## src/rtl/unified_mem_arbiter_if.sv

```systemverilog
// Memory-side bus of the unified memory arbiter.
// master: the arbiter. It drives the request, write enable, address and write data,
//         and receives read data plus a one-cycle completion strobe.
// slave : the memory model or memory controller.
interface unified_mem_arbiter_if #(
  parameter int WIDTH     = 32,
  parameter int ADDRWIDTH = 32
);
  logic                 mem_req_o;
  logic                 mem_we_o;
  logic [ADDRWIDTH-1:0] mem_addr_o;
  logic [WIDTH-1:0]     mem_wdata_o;
  logic [WIDTH-1:0]     mem_rdata_i;
  logic                 mem_ack_i;

  modport master (
    output mem_req_o, mem_we_o, mem_addr_o, mem_wdata_o,
    input  mem_rdata_i, mem_ack_i
  );

  modport slave (
    input  mem_req_o, mem_we_o, mem_addr_o, mem_wdata_o,
    output mem_rdata_i, mem_ack_i
  );
endinterface

```

## src/rtl/unified_mem_arbiter.sv

```systemverilog
// Shares one single-port memory between the instruction fetch port and the
// MEM-stage data port. Each pipeline step runs at most one data access and then
// one instruction fetch. busy_o stalls the core for the whole sequence.
//
// state  | meaning
// IDLE   | latch the CPU request (pc, ctrl, data addr, store data)
// D_ACC  | data access at data_addr + DATA_BASE; skipped when ctrl == 0
// I_ACC  | instruction fetch at the latched pc
// DONE   | busy_o low for one cycle; the core advances on this edge
//
// Ports: clk_i / rst_n_i (asynchronous, active-low); pc_i / ins_o (fetch);
//        mem_ctrl_i, data_addr_i, data_wdata_i / data_rdata_o (data port);
//        busy_o (core stall); err_o (sticky timeout); mem_if (memory bus).
module unified_mem_arbiter #(
  parameter int                   WIDTH     = 32,
  parameter int                   ADDRWIDTH = 32,
  parameter logic [ADDRWIDTH-1:0] DATA_BASE = 32'h0000_4000,
  parameter int                   MAX_WAIT  = 15
) (
  input  logic                 clk_i,
  input  logic                 rst_n_i,
  input  logic [ADDRWIDTH-1:0] pc_i,
  output logic [WIDTH-1:0]     ins_o,
  input  logic [1:0]           mem_ctrl_i,
  input  logic [WIDTH-1:0]     data_addr_i,
  input  logic [WIDTH-1:0]     data_wdata_i,
  output logic [WIDTH-1:0]     data_rdata_o,
  output logic                 busy_o,
  output logic                 err_o,
  unified_mem_arbiter_if.master mem_if
);

  localparam int                WAIT_W    = $clog2(MAX_WAIT + 1);
  localparam logic [WAIT_W-1:0] WAIT_LAST = WAIT_W'(MAX_WAIT - 1);

  typedef enum logic [1:0] {IDLE, D_ACC, I_ACC, DONE} state_t;

  state_t               state_q, state_d;
  logic [ADDRWIDTH-1:0] pc_q, pc_d, daddr_q, daddr_d;
  logic [1:0]           ctrl_q, ctrl_d;
  logic [WIDTH-1:0]     wdata_q, wdata_d;
  logic [WIDTH-1:0]     ins_q, ins_d, rdata_q, rdata_d;
  logic                 err_q, err_d;
  logic [WAIT_W-1:0]    wait_q, wait_d;
  logic                 timeout;

  always_comb begin
    state_d = state_q;
    pc_d    = pc_q;
    daddr_d = daddr_q;
    ctrl_d  = ctrl_q;
    wdata_d = wdata_q;
    ins_d   = ins_q;
    rdata_d = rdata_q;
    err_d   = err_q;
    wait_d  = wait_q;
    timeout = 1'b0;
    case (state_q)
      IDLE: begin
        pc_d    = pc_i;
        daddr_d = ADDRWIDTH'(data_addr_i);
        ctrl_d  = mem_ctrl_i;
        wdata_d = data_wdata_i;
        wait_d  = '0;
        state_d = (mem_ctrl_i != 2'b00) ? D_ACC : I_ACC;
      end
      D_ACC, I_ACC: begin
        // The final allowed wait cycle without an ack closes the access
        // as if the memory had returned zero.
        timeout = !mem_if.mem_ack_i && (wait_q == WAIT_LAST);
        if (mem_if.mem_ack_i || timeout) begin
          wait_d = '0;
          if (timeout) err_d = 1'b1;
          if (state_q == D_ACC) begin
            state_d = I_ACC;
            // ctrl 11 runs as a write and clears the load result.
            if (ctrl_q == 2'b11)      rdata_d = '0;
            else if (ctrl_q == 2'b01) rdata_d = timeout ? '0 : mem_if.mem_rdata_i;
          end else begin
            state_d = DONE;
            ins_d   = timeout ? '0 : mem_if.mem_rdata_i;
          end
        end else begin
          wait_d = wait_q + WAIT_W'(1);
        end
      end
      default: state_d = IDLE;
    endcase
  end

  always_ff @(posedge clk_i or negedge rst_n_i) begin
    if (!rst_n_i) begin
      state_q <= IDLE;
      pc_q    <= '0;
      daddr_q <= '0;
      ctrl_q  <= '0;
      wdata_q <= '0;
      ins_q   <= '0;
      rdata_q <= '0;
      err_q   <= 1'b0;
      wait_q  <= '0;
    end else begin
      state_q <= state_d;
      pc_q    <= pc_d;
      daddr_q <= daddr_d;
      ctrl_q  <= ctrl_d;
      wdata_q <= wdata_d;
      ins_q   <= ins_d;
      rdata_q <= rdata_d;
      err_q   <= err_d;
      wait_q  <= wait_d;
    end
  end

  // The bus is decoded only from the registered state and latched request.
  // It stays stable until ack and drops as soon as reset asserts.
  always_comb begin
    mem_if.mem_req_o   = 1'b0;
    mem_if.mem_we_o    = 1'b0;
    mem_if.mem_addr_o  = '0;
    mem_if.mem_wdata_o = '0;
    case (state_q)
      D_ACC: begin
        mem_if.mem_req_o   = 1'b1;
        mem_if.mem_we_o    = ctrl_q[1];
        mem_if.mem_addr_o  = daddr_q + DATA_BASE;
        mem_if.mem_wdata_o = wdata_q;
      end
      I_ACC: begin
        mem_if.mem_req_o  = 1'b1;
        mem_if.mem_addr_o = pc_q;
      end
      default: ;
    endcase
  end

  assign busy_o       = (state_q != DONE);
  assign ins_o        = ins_q;
  assign data_rdata_o = rdata_q;
  assign err_o        = err_q;

endmodule

```

## src/flat_wrapper.sv

```systemverilog
// flat-port wrapper written by rule: the top's interface ports become plain ports
module unified_mem_arbiter_flat 
#(
  parameter int                   WIDTH     = 32,
  parameter int                   ADDRWIDTH = 32,
  parameter logic [ADDRWIDTH-1:0] DATA_BASE = 32'h0000_4000,
  parameter int                   MAX_WAIT  = 15
)
  (clk_i, rst_n_i, pc_i, ins_o, mem_ctrl_i, data_addr_i, data_wdata_i, data_rdata_o, busy_o, err_o, mem_if_mem_req_o, mem_if_mem_we_o, mem_if_mem_addr_o, mem_if_mem_wdata_o, mem_if_mem_rdata_i, mem_if_mem_ack_i);
  unified_mem_arbiter_if #(.WIDTH(WIDTH), .ADDRWIDTH(ADDRWIDTH)) mem_if_i ();
  input  logic clk_i;
  input  logic rst_n_i;
  input  logic [ADDRWIDTH-1:0] pc_i;
  output logic [WIDTH-1:0] ins_o;
  input  logic [1:0] mem_ctrl_i;
  input  logic [WIDTH-1:0] data_addr_i;
  input  logic [WIDTH-1:0] data_wdata_i;
  output logic [WIDTH-1:0] data_rdata_o;
  output logic busy_o;
  output logic err_o;
  output wire logic [$bits(mem_if_i.mem_req_o)-1:0] mem_if_mem_req_o;
  output wire logic [$bits(mem_if_i.mem_we_o)-1:0] mem_if_mem_we_o;
  output wire logic [$bits(mem_if_i.mem_addr_o)-1:0] mem_if_mem_addr_o;
  output wire logic [$bits(mem_if_i.mem_wdata_o)-1:0] mem_if_mem_wdata_o;
  input wire logic [$bits(mem_if_i.mem_rdata_i)-1:0] mem_if_mem_rdata_i;
  input wire logic [$bits(mem_if_i.mem_ack_i)-1:0] mem_if_mem_ack_i;
  assign mem_if_mem_req_o = mem_if_i.mem_req_o;
  assign mem_if_mem_we_o = mem_if_i.mem_we_o;
  assign mem_if_mem_addr_o = mem_if_i.mem_addr_o;
  assign mem_if_mem_wdata_o = mem_if_i.mem_wdata_o;
  assign mem_if_i.mem_rdata_i = mem_if_mem_rdata_i;
  assign mem_if_i.mem_ack_i = mem_if_mem_ack_i;
  unified_mem_arbiter #(.WIDTH(WIDTH), .ADDRWIDTH(ADDRWIDTH), .DATA_BASE(DATA_BASE), .MAX_WAIT(MAX_WAIT)) u_core (.clk_i(clk_i), .rst_n_i(rst_n_i), .pc_i(pc_i), .ins_o(ins_o), .mem_ctrl_i(mem_ctrl_i), .data_addr_i(data_addr_i), .data_wdata_i(data_wdata_i), .data_rdata_o(data_rdata_o), .busy_o(busy_o), .err_o(err_o), .mem_if(mem_if_i));
endmodule
```

## config.mk

```make
export PLATFORM = sky130hd
export DESIGN_NAME = unified_mem_arbiter_flat
export DESIGN_NICKNAME = d
export VERILOG_FILES = /design/src/rtl/unified_mem_arbiter_if.sv /design/src/rtl/unified_mem_arbiter.sv /design/src/flat_wrapper.sv
export SDC_FILE = /design/constraint.sdc
export NUM_CORES = 1
export LEC_CHECK = 0
export CORE_UTILIZATION = 40
export DETAILED_ROUTE_END_ITERATION = 6
export GPL_ROUTABILITY_DRIVEN = 0
export HOLD_SLACK_MARGIN = 0.03
export PLACE_DENSITY = 0.83
export RECOVER_POWER = 25
export SLEW_MARGIN = 30
export SYNTH_ARGS = -nofsm -noshare
export SYNTH_HDL_FRONTEND = slang
export SYNTH_SLANG_ARGS = --single-unit
```

## constraint.sdc

```tcl
create_clock -name clk_i -period 2.3 [get_ports clk_i]
set_input_delay 0.23 -clock clk_i [delete_from_list [all_inputs] [get_ports clk_i]]
set_output_delay 0.23 -clock clk_i [all_outputs]
set_load 0.005 [all_outputs]
```

==> results of run 1 <==
## per-stage QoR
stage,hold WS [ns],std cells
finish,0.420,1066
global route,0.404,1066
CTS,0.334,1059
detailed placement,0.217,1014
global placement,0.221,1014
floorplan,-0.0656,548
## layout by cell type, fill, tap and decap left out, types with 5 or more instances in the layout
| cell type | n |
|---|---|
| a22o_1 | 48 |
| buf_4 | 27 |
| buf_6 | 5 |
| dlymetal6s2s_1 | 6 |
| nand4_1 | 5 |
| a32o_1 | 32 |
| clkdlybuf4s15_1 | 9 |
| o21ai_0 | 11 |
| nor2_1 | 7 |
| and2_1 | 33 |
| nand2_1 | 27 |
| clkbuf_16 | 17 |
| dfrtp_1 | 159 |
| dfrtp_2 | 10 |
| xnor2_1 | 9 |
| dlygate4sd2_1 | 8 |
| clkbuf_2 | 12 |
| nand3_1 | 6 |
| mux2_2 | 97 |
| clkdlybuf4s50_1 | 229 |
## kinds of logic (layout without fill, tap and decap cells)
family,count (synthesis),count (layout),synth area share [%]
AOI/OAI and AO/OA,110,110,12.7
buffers and inverters,46,339,2.70
muxes,98,98,15.1
xor gates and xnor gates,14,14,1.69
DFF,169,169,58.1
adders and majority gates,8,8,1.38
and+or+nand+nor,103,103,8.30
## cell usage after synthesis, types with 2 or more instances
library cell,n
xnor2_1,11
nor4_2,3
o21ai_0,13
nand4_1,5
a21oi_1,3
a21o_1,3
nor3_1,2
a32o_1,32
mux2_2,97
a22o_1,48
nand3_1,7
nand2_1,27
nor4_1,4
o21ai_1,3
nor2_1,7
nor2b_1,3
and2_1,35
o21ai_2,2
a22oi_1,3
inv_1,5
xor2_1,3
dfrtp_1,169
clkbuf_1,19
buf_1,3
ha_1,8
buf_2,18
## power by group through the flow
| stage | registers (W) | clock network (W) | logic [W] |
|---|---|---|---|
| after floorplan | 0.00507 | 0 | 0.00334 |
| after global placement | 0.00526 | 0 | 0.00632 |
| after detailed placement | 0.00530 | 0 | 0.00644 |
| after CTS | 0.00529 | 0.00285 | 0.00671 |
| after global routing | 0.00549 | 0.00297 | 0.00734 |
| final | 0.00531 | 0.00277 | 0.00678 |
## worst max path at each step
| stage | from | endpoint | slack (ns) |
|---|---|---|---|
| detailed placement | u_core.daddr_q[14] | mem_if_mem_addr_o[30] | 0.09 |
| CTS | u_core.daddr_q[26] | mem_if_mem_addr_o[31] | -0.19 |
| floorplan | u_core.state_q[1] | mem_if_mem_addr_o[28] | 0.36 |
| global placement | u_core.daddr_q[14] | mem_if_mem_addr_o[30] | 0.15 |
| global route | u_core.state_q[1] | mem_if_mem_addr_o[15] | -0.02 |
| finish | u_core.state_q[1] | mem_if_mem_addr_o[15] | 0.05 |
## cell type report
| cell class | count | area (µm²) |
|---|---|---|
| Fill cell | 1350 | 6440 |
| Sequential cell | 169 | 4240 |
| Timing Repair Buffer | 303 | 2990 |
| Multi-Input combinational cell | 333 | 2990 |
| Clock buffer | 20 | 457 |
| Tap cell | 225 | 282 |
| Clock inverter | 11 | 115 |
| Inverter | 5 | 18.8 |
## worst max-delay path, stage by stage, from the launching register on
cell	delay (ns)
dfrtp_1	0.41
inv_2	0.12
ha_4	0.23
and2_4	0.16
buf_4	0.15
buf_16	0.14
a22o_1	0.21
clkdlybuf4s15_1	0.20
## state kept, by name, summed over array words and instances, names as in the netlist
name	cells
u_core.pc_q	32
u_core.ins_o	32
u_core.err_o	1
u_core.state_q	2
u_core.data_rdata_o	32
u_core.ctrl_q	2
u_core.wdata_q	32
u_core.wait_q	4
u_core.daddr_q	32
## layer usage
| layer | global-route usage [%] | wire length (µm) |
|---|---|---|
| met2 | 36.0 | 9880 |
| met3 | 6.33 | 1370 |
| met1 | 27.4 | 8330 |
| met4 | 10.1 | 607 |
| met5 | 0 | 0 |
## timing repair
| action | 4_1_cts | 5_1_grt |
|---|---|---|
| buffers inserted | 10 | 7 |
| hold buffers | 1 | 0 |
| resized for setup | 69 | 43 |
| pin swaps | 6 | 8 |
| endpoints found under the hold margin | 50 | 0 |
| cloned | 3 | 0 |
| setup endpoints to repair | 65 | 48 |
==> metrics, run 1 <==
Synth warnings=0; fin worst setup slack=0.0459 ns; Post-synth top flop=dfrtp_1; Syn Area/Cell=13.3 µm²; pwr dens=1340 nW/µm²; final slew viol count=0; ANT cells=0; worst-margin pin slew=1.29 ns; Cell Area, Synth=7280 µm²; number of synthesized flops with an enable pin=0; Layout area overhead=52.5%; combinational fraction of design power=45.6%; startpoint types=flip-flop; Sw Ratio=32.0%; Tcrit/Tclk final=98.0%; worst path required time=2.07 ns; die area=18700 µm²; CTS Sinks=169; ANT nets after route=0; design area=11100 µm²; worst skew pair latency=0.42 ns; pre-CTS setup slack=0.0944 ns; RSZ-0062 raised after global routing=yes; MaxCap Viol Count=0; Detail Placement HPWL=13800 µm; largest net degree at the start of global routing=65; post-synth top area share=58.1%; drt first pass iters=4; Placed Area=10200 µm²; Tot Pwr=0.0149 W; Hold Path End=u_core.wdata_q[1]; asr flop ratio synth=100%; initial antenna violation count=0; Routed WL per cell=18.9 µm; register share of total power=35.8%; Mapped Cells=548; HP Start=data_wdata_i[1]; Crit. End Element=output pin; die width=137 µm; fmax=0.444 GHz; Util after Layout=63.3%; ratio of cells with drive above 1 in the final layout=25.2%; gr usage total=22.2%; Final Skew=0.00923 ns; Tmin final=2.25 ns; post-synthesis sequential area ratio=58.1%; R2R setup slack=0.40 ns; number of nets in the layout=970; port bufs=264; DR iter-0 viols=284; htree depth=4; WP data arrival=2.02 ns; post-route setup TNS=0 ns; gr ovfl total=0; Crit Path Max Fanout=9; Post-route DRC=0; number of global-route vias before repair=6013; # IOs=265; Final setup viols=0; Die Y=137 µm; Yosys cell types=41; DR vias=5690; RR Endpoint=u_core.data_rdata_o[24]; Yosys top cell by area=dfrtp_1; CTS Buf Count=17; Worst VDD drop=0.933 mV; #FFs+latches synth=169; first-pass GRT wire length=31600 µm; switching power=0.00476 W; Max Buffers Root-to-Sink=2; dominant cells by area after synthesis=dfrtp_1 58%, mux2_2 15%, a22o_1 5.8%, a32o_1 4.4%, and2_1 3.0%; Routed WL=20200 µm; Setup Crit Path Kind=flip-flop to output pin; status=complete, no violations; worst min-delay path category=primary input to flip-flop; final hold vios=0; CTS tree=yes; DR vias/cell=5.34; Placeable Area=17500 µm²; Initial Util=41.5%; Site Rows=48; clock power share=18.7%; Clock Tree Root=clkbuf_16; syn_nets=689; CTS clock-pin slew for the worst setup and hold paths=0.07 ns; Hold Crit Depth=2; RR Startpoint=u_core.state_q[1]; Leak=4.73 nW; R2R depth=7; Internal=0.0101 W; Rel. slew slack=14.2%
No activity file was read; power rests on OpenSTA's default activity.
==> inputs of run 2 (changes only) <==
--- a/config.mk
+++ b/config.mk
@@ -6,8 +6,10 @@
 export NUM_CORES = 1
 export LEC_CHECK = 0
 export CORE_UTILIZATION = 40
+export CTS_CLUSTER_SIZE = 30
 export DETAILED_ROUTE_END_ITERATION = 6
 export GPL_ROUTABILITY_DRIVEN = 0
+export GPL_TIMING_DRIVEN = 0
 export HOLD_SLACK_MARGIN = 0.03
 export PLACE_DENSITY = 0.83
 export RECOVER_POWER = 25
==> metrics, run 2 (synthesis results as in run 1) <==
status=complete, no violations (unchanged); ANT cells=0 (unchanged); most frequent cells in the layout=210 x clkdlybuf4s50_1, 163 x dfrtp_1, 97 x mux2_2, 48 x a22o_1, 34 x and2_1 (was 229 x clkdlybuf4s50_1, 159 x dfrtp_1, 97 x mux2_2, 48 x a22o_1, 33 x and2_1); worst min-delay path category=primary input to flip-flop (unchanged); Hold Crit Depth=2 (unchanged); pwr dens=1350 nW/µm² (was 1340 nW/µm²); most common cell after layout, fill and taps aside=clkdlybuf4s50_1 (unchanged); Routed WL=21000 µm (was 20200 µm); crit-path cells=inv_4, ha_4, clkbuf_8, and2_4, buf_4, a22o_1, dlygate4sd2_1 (was inv_2, ha_4, and2_4, buf_4, buf_16, a22o_1, clkdlybuf4s15_1); RSZ-0062 raised after global routing=yes (unchanged); RR Startpoint=u_core.state_q[0] (was u_core.state_q[1]); DR vias=5773 (was 5690); DR iter-0 viols=330 (was 284); met2 GRT Util=38.2% (was 36.0%); worst path required time=2.07 ns (about the same); WP data arrival=2.06 ns (was 2.02 ns); CP top delay family=buffers and inverters (unchanged); Setup Crit Path Kind=flip-flop to output pin (unchanged); Worst VDD drop=0.825 mV (was 0.933 mV); met3 Use GR=7.07% (was 6.33%); Final Skew=0.0119 ns (was 0.00923 ns); Clock Tree Root=clkbuf_16 (unchanged); fin worst setup slack=0.00911 ns (was 0.0459 ns); RR Endpoint=u_core.ins_o[27] (was u_core.data_rdata_o[24]); Crit Path Max Fanout=5 (was 9); # IOs=265 (unchanged); die area=18700 µm² (unchanged); CTS Buf Count=17 (unchanged); ANT nets after route=0 (unchanged); CP bufs+invs=4 (unchanged); MaxCap Viol Count=0 (unchanged); Layout area overhead=53.7% (was 52.5%); met1 usage=27.6% (was 27.4%); Placeable Area=17500 µm² (unchanged); Post-Route Hold Slack=0.205 ns (was 0.420 ns); die width=137 µm (unchanged); Hold Path End=u_core.ins_o[30] (was u_core.wdata_q[1]); first-pass GRT wire length=32500 µm (was 31600 µm); HP Start=mem_if_mem_ack_i (was data_wdata_i[1]); fmax=0.437 GHz (was 0.444 GHz); Initial Util=41.5% (unchanged); final hold vios=0 (unchanged); final slew viol count=0 (unchanged); Tmin final=2.29 ns (was 2.25 ns); pre-CTS setup slack=-0.570 ns (was 0.0944 ns); Crit. End Element=output pin (unchanged); Site Rows=48 (unchanged); gr ovfl total=0 (unchanged); Detail Placement HPWL=15000 µm (was 13800 µm); drt first pass iters=6 (was 4); R2R setup slack=0.21 ns (was 0.40 ns); ratio of cells with drive above 1 in the final layout=25.1% (was 25.2%); worst skew pair latency=0.43 ns (was 0.42 ns); Max Buffers Root-to-Sink=2 (unchanged); port bufs=263 (was 264); worst-margin pin slew=1.23 ns (was 1.29 ns); Post-route DRC=0 (unchanged); CTS clock-pin slew for the worst setup and hold paths=0.06 ns (was 0.07 ns); Tcrit/Tclk final=99.6% (was 98.0%); Die Y=137 µm (unchanged); Leak=4.91 nW (was 4.73 nW); R2R depth=9 (was 7); htree depth=4 (unchanged); gr usage total=23.0% (was 22.2%); Final setup viols=0 (unchanged); GRT busiest layer=met2 (unchanged); startpoint types=flip-flop (unchanged); largest net degree at the start of global routing=69 (was 65); number of nets in the layout=989 (was 970); Rel. slew slack=18.2% (was 14.2%); Routed WL per cell=19.3 µm (was 18.9 µm); CTS tree=yes (unchanged); slowest CP cell=dfrtp_2 (was dfrtp_1); Worst path max stage delay=0.43 ns (was 0.41 ns); DR vias/cell=5.32 (was 5.34); CTS Sinks=169 (unchanged); number of global-route vias before repair=6152 (was 6013); initial antenna violation count=0 (unchanged)
run 2: changes by cell type in the layout (fill, tap and decap cells not counted), moves of 3 or more:
cell	before	now
buf_2	0	19
buf_4	27	13
buf_8	1	4
clkbuf_1	1	14
clkbuf_2	12	9
clkdlybuf4s15_1	9	13
clkdlybuf4s50_1	229	210
clkinv_4	3	0
dfrtp_1	159	163
dfrtp_2	10	6
dlygate4sd2_1	8	17
dlymetal6s2s_1	6	10
inv_6	1	5
run 2: layer usage:
| metal | share of wire [%] | wire (µm) |
|---|---|---|
| met5 | 0 | 0 |
| met4 | 2.9 | 617 |
| met3 | 7.4 | 1550 |
| met2 | 51 | 10600 |
| met1 | 39 | 8200 |
run 2: worst max path at each step:
stage,from,end,depth (start not counted)
after floorplan,u_core.state_q[1],mem_if_mem_addr_o[28],8
after global placement,rst_n_i,u_core.data_rdata_o[15],1
after detailed placement,u_core.state_q[1],mem_if_mem_addr_o[19],9
after CTS,u_core.daddr_q[14],mem_if_mem_addr_o[18],6
after global routing,u_core.state_q[1],mem_if_mem_addr_o[12],7
final,u_core.state_q[1],mem_if_mem_addr_o[3],7
run 2: repair_timing:
action,4_1_cts,5_1_grt
setup buffers,11,2
pin swaps,3,5
gates cloned,1,1
endpoints found under the setup margin,65,47
hold buffers,1,0
endpoints found under the hold margin,46,0
gates resized for setup,107,51
run 2: stage by stage:
| stage | cell area (µm²) | instances | power, W | setup TNS, ns | utilization, % |
|---|---|---|---|---|---|
| 6_report | 11200 | 1086 | 0.0151 | 0 | 63.8 |
| 5_1_grt | 11200 | 1086 | 0.0160 | -0.259 | 63.8 |
| 4_1_cts | 11100 | 1083 | 0.0150 | -0.187 | 63.3 |
| 3_5_place_dp | 10300 | 1038 | 0.0118 | -14.72 | 58.5 |
| 3_3_place_gp | 10200 | 1036 | 0.0116 | -1027.56 | 58.1 |
| 2_1_floorplan | 7280 | 548 | 0.00841 | 0 | - |
run 2: final cells by class:
class	count	area [µm²]
buffer	41	277
clock buffer	17	425
clock inverter	15	185
fill	1356	6350
inverter	5	21.3
multi-input combinational	333	2980
sequential	169	4240
tap	225	282
timing repair buffer	281	2780
run 2: worst reg2reg max path: stages (launching register included):
cell,delay [ns]
dfrtp_1,0.40
inv_2,0.09
buf_4,0.11
buf_4,0.09
buf_4,0.10
ha_1,0.13
clkbuf_1,0.26
nand2_1,0.22
clkbuf_1,0.29
a32o_1,0.28
run 2: where the power goes:
| group | leakage, nW | internal, W | switching, W |
|---|---|---|---|
| clock | 0.289 | 0.00173 | 0.00126 |
| combinational | 2.57 | 0.00407 | 0.00274 |
| sequential | 2.05 | 0.00434 | 0.000918 |
| total | 4.91 | 0.0101 | 0.00492 |
==> inputs of run 3 (changes only) <==
--- a/config.mk
+++ b/config.mk
@@ -5,15 +5,15 @@
 export SDC_FILE = /design/constraint.sdc
 export NUM_CORES = 1
 export LEC_CHECK = 0
-export CORE_UTILIZATION = 40
+export CORE_UTILIZATION = 45
 export CTS_CLUSTER_SIZE = 30
 export DETAILED_ROUTE_END_ITERATION = 6
 export GPL_ROUTABILITY_DRIVEN = 0
-export GPL_TIMING_DRIVEN = 0
 export HOLD_SLACK_MARGIN = 0.03
-export PLACE_DENSITY = 0.83
+export PLACE_DENSITY = 0.91
 export RECOVER_POWER = 25
 export SLEW_MARGIN = 30
 export SYNTH_ARGS = -nofsm -noshare
 export SYNTH_HDL_FRONTEND = slang
 export SYNTH_SLANG_ARGS = --single-unit
+export TNS_END_PERCENT = 20
==> metrics, run 3 (synthesis results as in run 1) <==
worst min-delay path category=primary input to flip-flop (unchanged); worst setup path endpoint=mem_if_mem_addr_o[27] (was mem_if_mem_addr_o[3]); first-pass GRT wire length=31000 µm (was 32500 µm); Tcrit/Tclk final=106% (was 99.6%); CTS tree=yes (unchanged); fmax=0.411 GHz (was 0.437 GHz); RR Startpoint=u_core.state_q[0] (unchanged); DR vias=5742 (was 5773); Routed WL per cell=19.3 µm (about the same); # IOs=265 (unchanged); initial antenna violation count=0 (unchanged); post-route setup TNS=-0.135 ns (was 0 ns); Layout area overhead=52.0% (was 53.7%); most common cell after layout, fill and taps aside=clkdlybuf4s50_1 (unchanged); Rel. slew slack=12.2% (was 18.2%); Tot Pwr=0.0150 W (was 0.0151 W); MaxCap Viol Count=0 (unchanged); crit-path cells=buf_4, nand3_4, nor4_2, xnor2_1, o21ai_2, clkdlybuf4s50_1 (was inv_4, ha_4, clkbuf_8, and2_4, buf_4, a22o_1, dlygate4sd2_1); final slew viol count=0 (unchanged); Routed WL=20300 µm (was 21000 µm); CTS Sinks=169 (unchanged); gr usage total=24.4% (was 23.0%); ratio of cells with drive above 1 in the final layout=23.6% (was 25.1%); number of nets in the layout=964 (was 989); Worst path max stage delay=0.52 ns (was 0.43 ns); Site Rows=46 (was 48); Final Skew=0.0101 ns (was 0.0119 ns); pwr dens=1350 nW/µm² (about the same); Placeable Area=15800 µm² (was 17500 µm²); R2R setup slack=0.50 ns (was 0.21 ns); Clock Tree Root=clkbuf_16 (unchanged); htree depth=4 (unchanged); final hold vios=0 (unchanged); Met2 Wirelength=10200 µm (was 10600 µm); drt first pass iters=5 (was 6); ANT cells=0 (unchanged); DR top layer=met4 (unchanged); largest net degree at the start of global routing=70 (was 69); slowest CP cell=clkdlybuf4s50_1 (was dfrtp_2); worst skew pair latency=0.42 ns (was 0.43 ns); port bufs=264 (was 263); routed wl met3=1550 µm (about the same); CTS clock-pin slew for the worst setup and hold paths=0.07 ns (was 0.06 ns); Setup Crit Path Kind=flip-flop to output pin (unchanged); most frequent cells in the layout=231 x clkdlybuf4s50_1, 158 x dfrtp_1, 97 x mux2_2, 48 x a22o_1, 33 x and2_1 (was 210 x clkdlybuf4s50_1, 163 x dfrtp_1, 97 x mux2_2, 48 x a22o_1, 34 x and2_1); Initial Util=46.0% (was 41.5%); Die Y=129 µm (was 137 µm); Crit Path Max Fanout=7 (was 5); Worst Setup SP=u_core.daddr_q[14] (was u_core.state_q[1]); Crit. End Element=output pin (unchanged); Worst VDD drop=1.04 mV (was 0.825 mV); startpoint types=flip-flop (unchanged); fin worst setup slack=-0.135 ns (was 0.00911 ns); Leak=4.77 nW (was 4.91 nW); RSZ-0062 raised after global routing=yes (unchanged); Tmin final=2.44 ns (was 2.29 ns); die width=129 µm (was 137 µm); HP Start=pc_i[1] (was mem_if_mem_ack_i); status=finished with violations (was complete, no violations); WP data arrival=2.21 ns (was 2.06 ns); M1 WL=7920 µm (was 8200 µm); Final setup viols=1 (was 0); number of global-route vias before repair=5948 (was 6152); failing checks=negative setup slack; worst path required time=2.07 ns (about the same); Post-route DRC=0 (unchanged); RR Endpoint=u_core.data_rdata_o[28] (was u_core.ins_o[27]); R2R depth=6 (was 9); DR iter-0 viols=306 (was 330); CTS Buf Count=17 (unchanged); die area=16700 µm² (was 18700 µm²); Detail Placement HPWL=13600 µm (was 15000 µm); gr ovfl total=0 (unchanged); worst-margin pin slew=1.32 ns (was 1.23 ns); DR vias/cell=5.46 (was 5.32); Max Buffers Root-to-Sink=2 (unchanged); ANT nets after route=0 (unchanged)
-- run 3: cell count changes in the layout (fill, tap and decap cells not counted), sizes merged --
cell	before	now
dlygate4sd2	17	24
buf	43	32
bufinv	3	2
clkdlybuf4s50	210	231
clkinv	2	3
clkbuf	45	21
clkinvlp	4	2
clkdlybuf4s15	13	0
inv	11	12
dlymetal6s2s	10	6
-- run 3: area by class of cell --
class                           instances  area [µm²]
Timing Repair Buffer                  297        2950
Clock inverter                         14         158
Fill cell                            1081        4770
Tap cell                              216         270
Multi-Input combinational cell        333        2980
Clock buffer                           18         439
Inverter                                5        18.8
Sequential cell                       169        4240
-- run 3: how the worst min path moves through the flow --
stage / end / cells after the start
after floorplan: u_core.ctrl_q[0] / 0
after global placement: u_core.pc_q[22] / 1
after detailed placement: u_core.pc_q[20] / 1
after CTS: u_core.pc_q[28] / 2
after global routing: u_core.daddr_q[15] / 2
final: u_core.pc_q[1] / 2
-- run 3: layer usage --
layer	global-route usage, %	vias up
met2	40.7	225
met1	29.1	2897
met5	0	-
met3	7.47	44
li1	-	2576
met4	10.9	0
-- run 3: worst max-delay path, delay by kind of cell, from the launching register on --
kind,cells,cell delay [ns]
AO/OA/AOI/OAI,1,0.11
XOR/XNOR,1,0.13
buffers and inverters,2,0.67
flip-flops,1,0.39
AND/OR/NAND/NOR,2,0.49
-- run 3: metrics by stage --
stage	std cells	setup WS [ns]	util (%)	area, µm²	hold slack (ns)
4_1_cts	1043	-0.217	69.0	10900	0.334
3_5_place_dp	1004	0.0818	64.5	10200	0.228
3_3_place_gp	1004	0.148	64.5	10200	0.222
2_1_floorplan	548	0.356	-	7280	-0.0656
6_report	1052	-0.135	69.9	11100	0.417
5_1_grt	1052	-0.271	69.9	11100	0.398
-- run 3: repair_timing --
item	in CTS	in global routing
pin swaps	7	13
hold buffers	1	0
cloned	1	0
buffers inserted	5	9
endpoints found under the hold margin	50	0
gates resized for setup	49	29
endpoints found under the setup margin	65	44
-- run 3: report_power, final --
part | leakage, nW | switching [W] | internal, W
logic | 2.43 | 0.00262 | 0.00410
clock network | 0.290 | 0.00125 | 0.00166
registers | 2.05 | 0.000991 | 0.00435
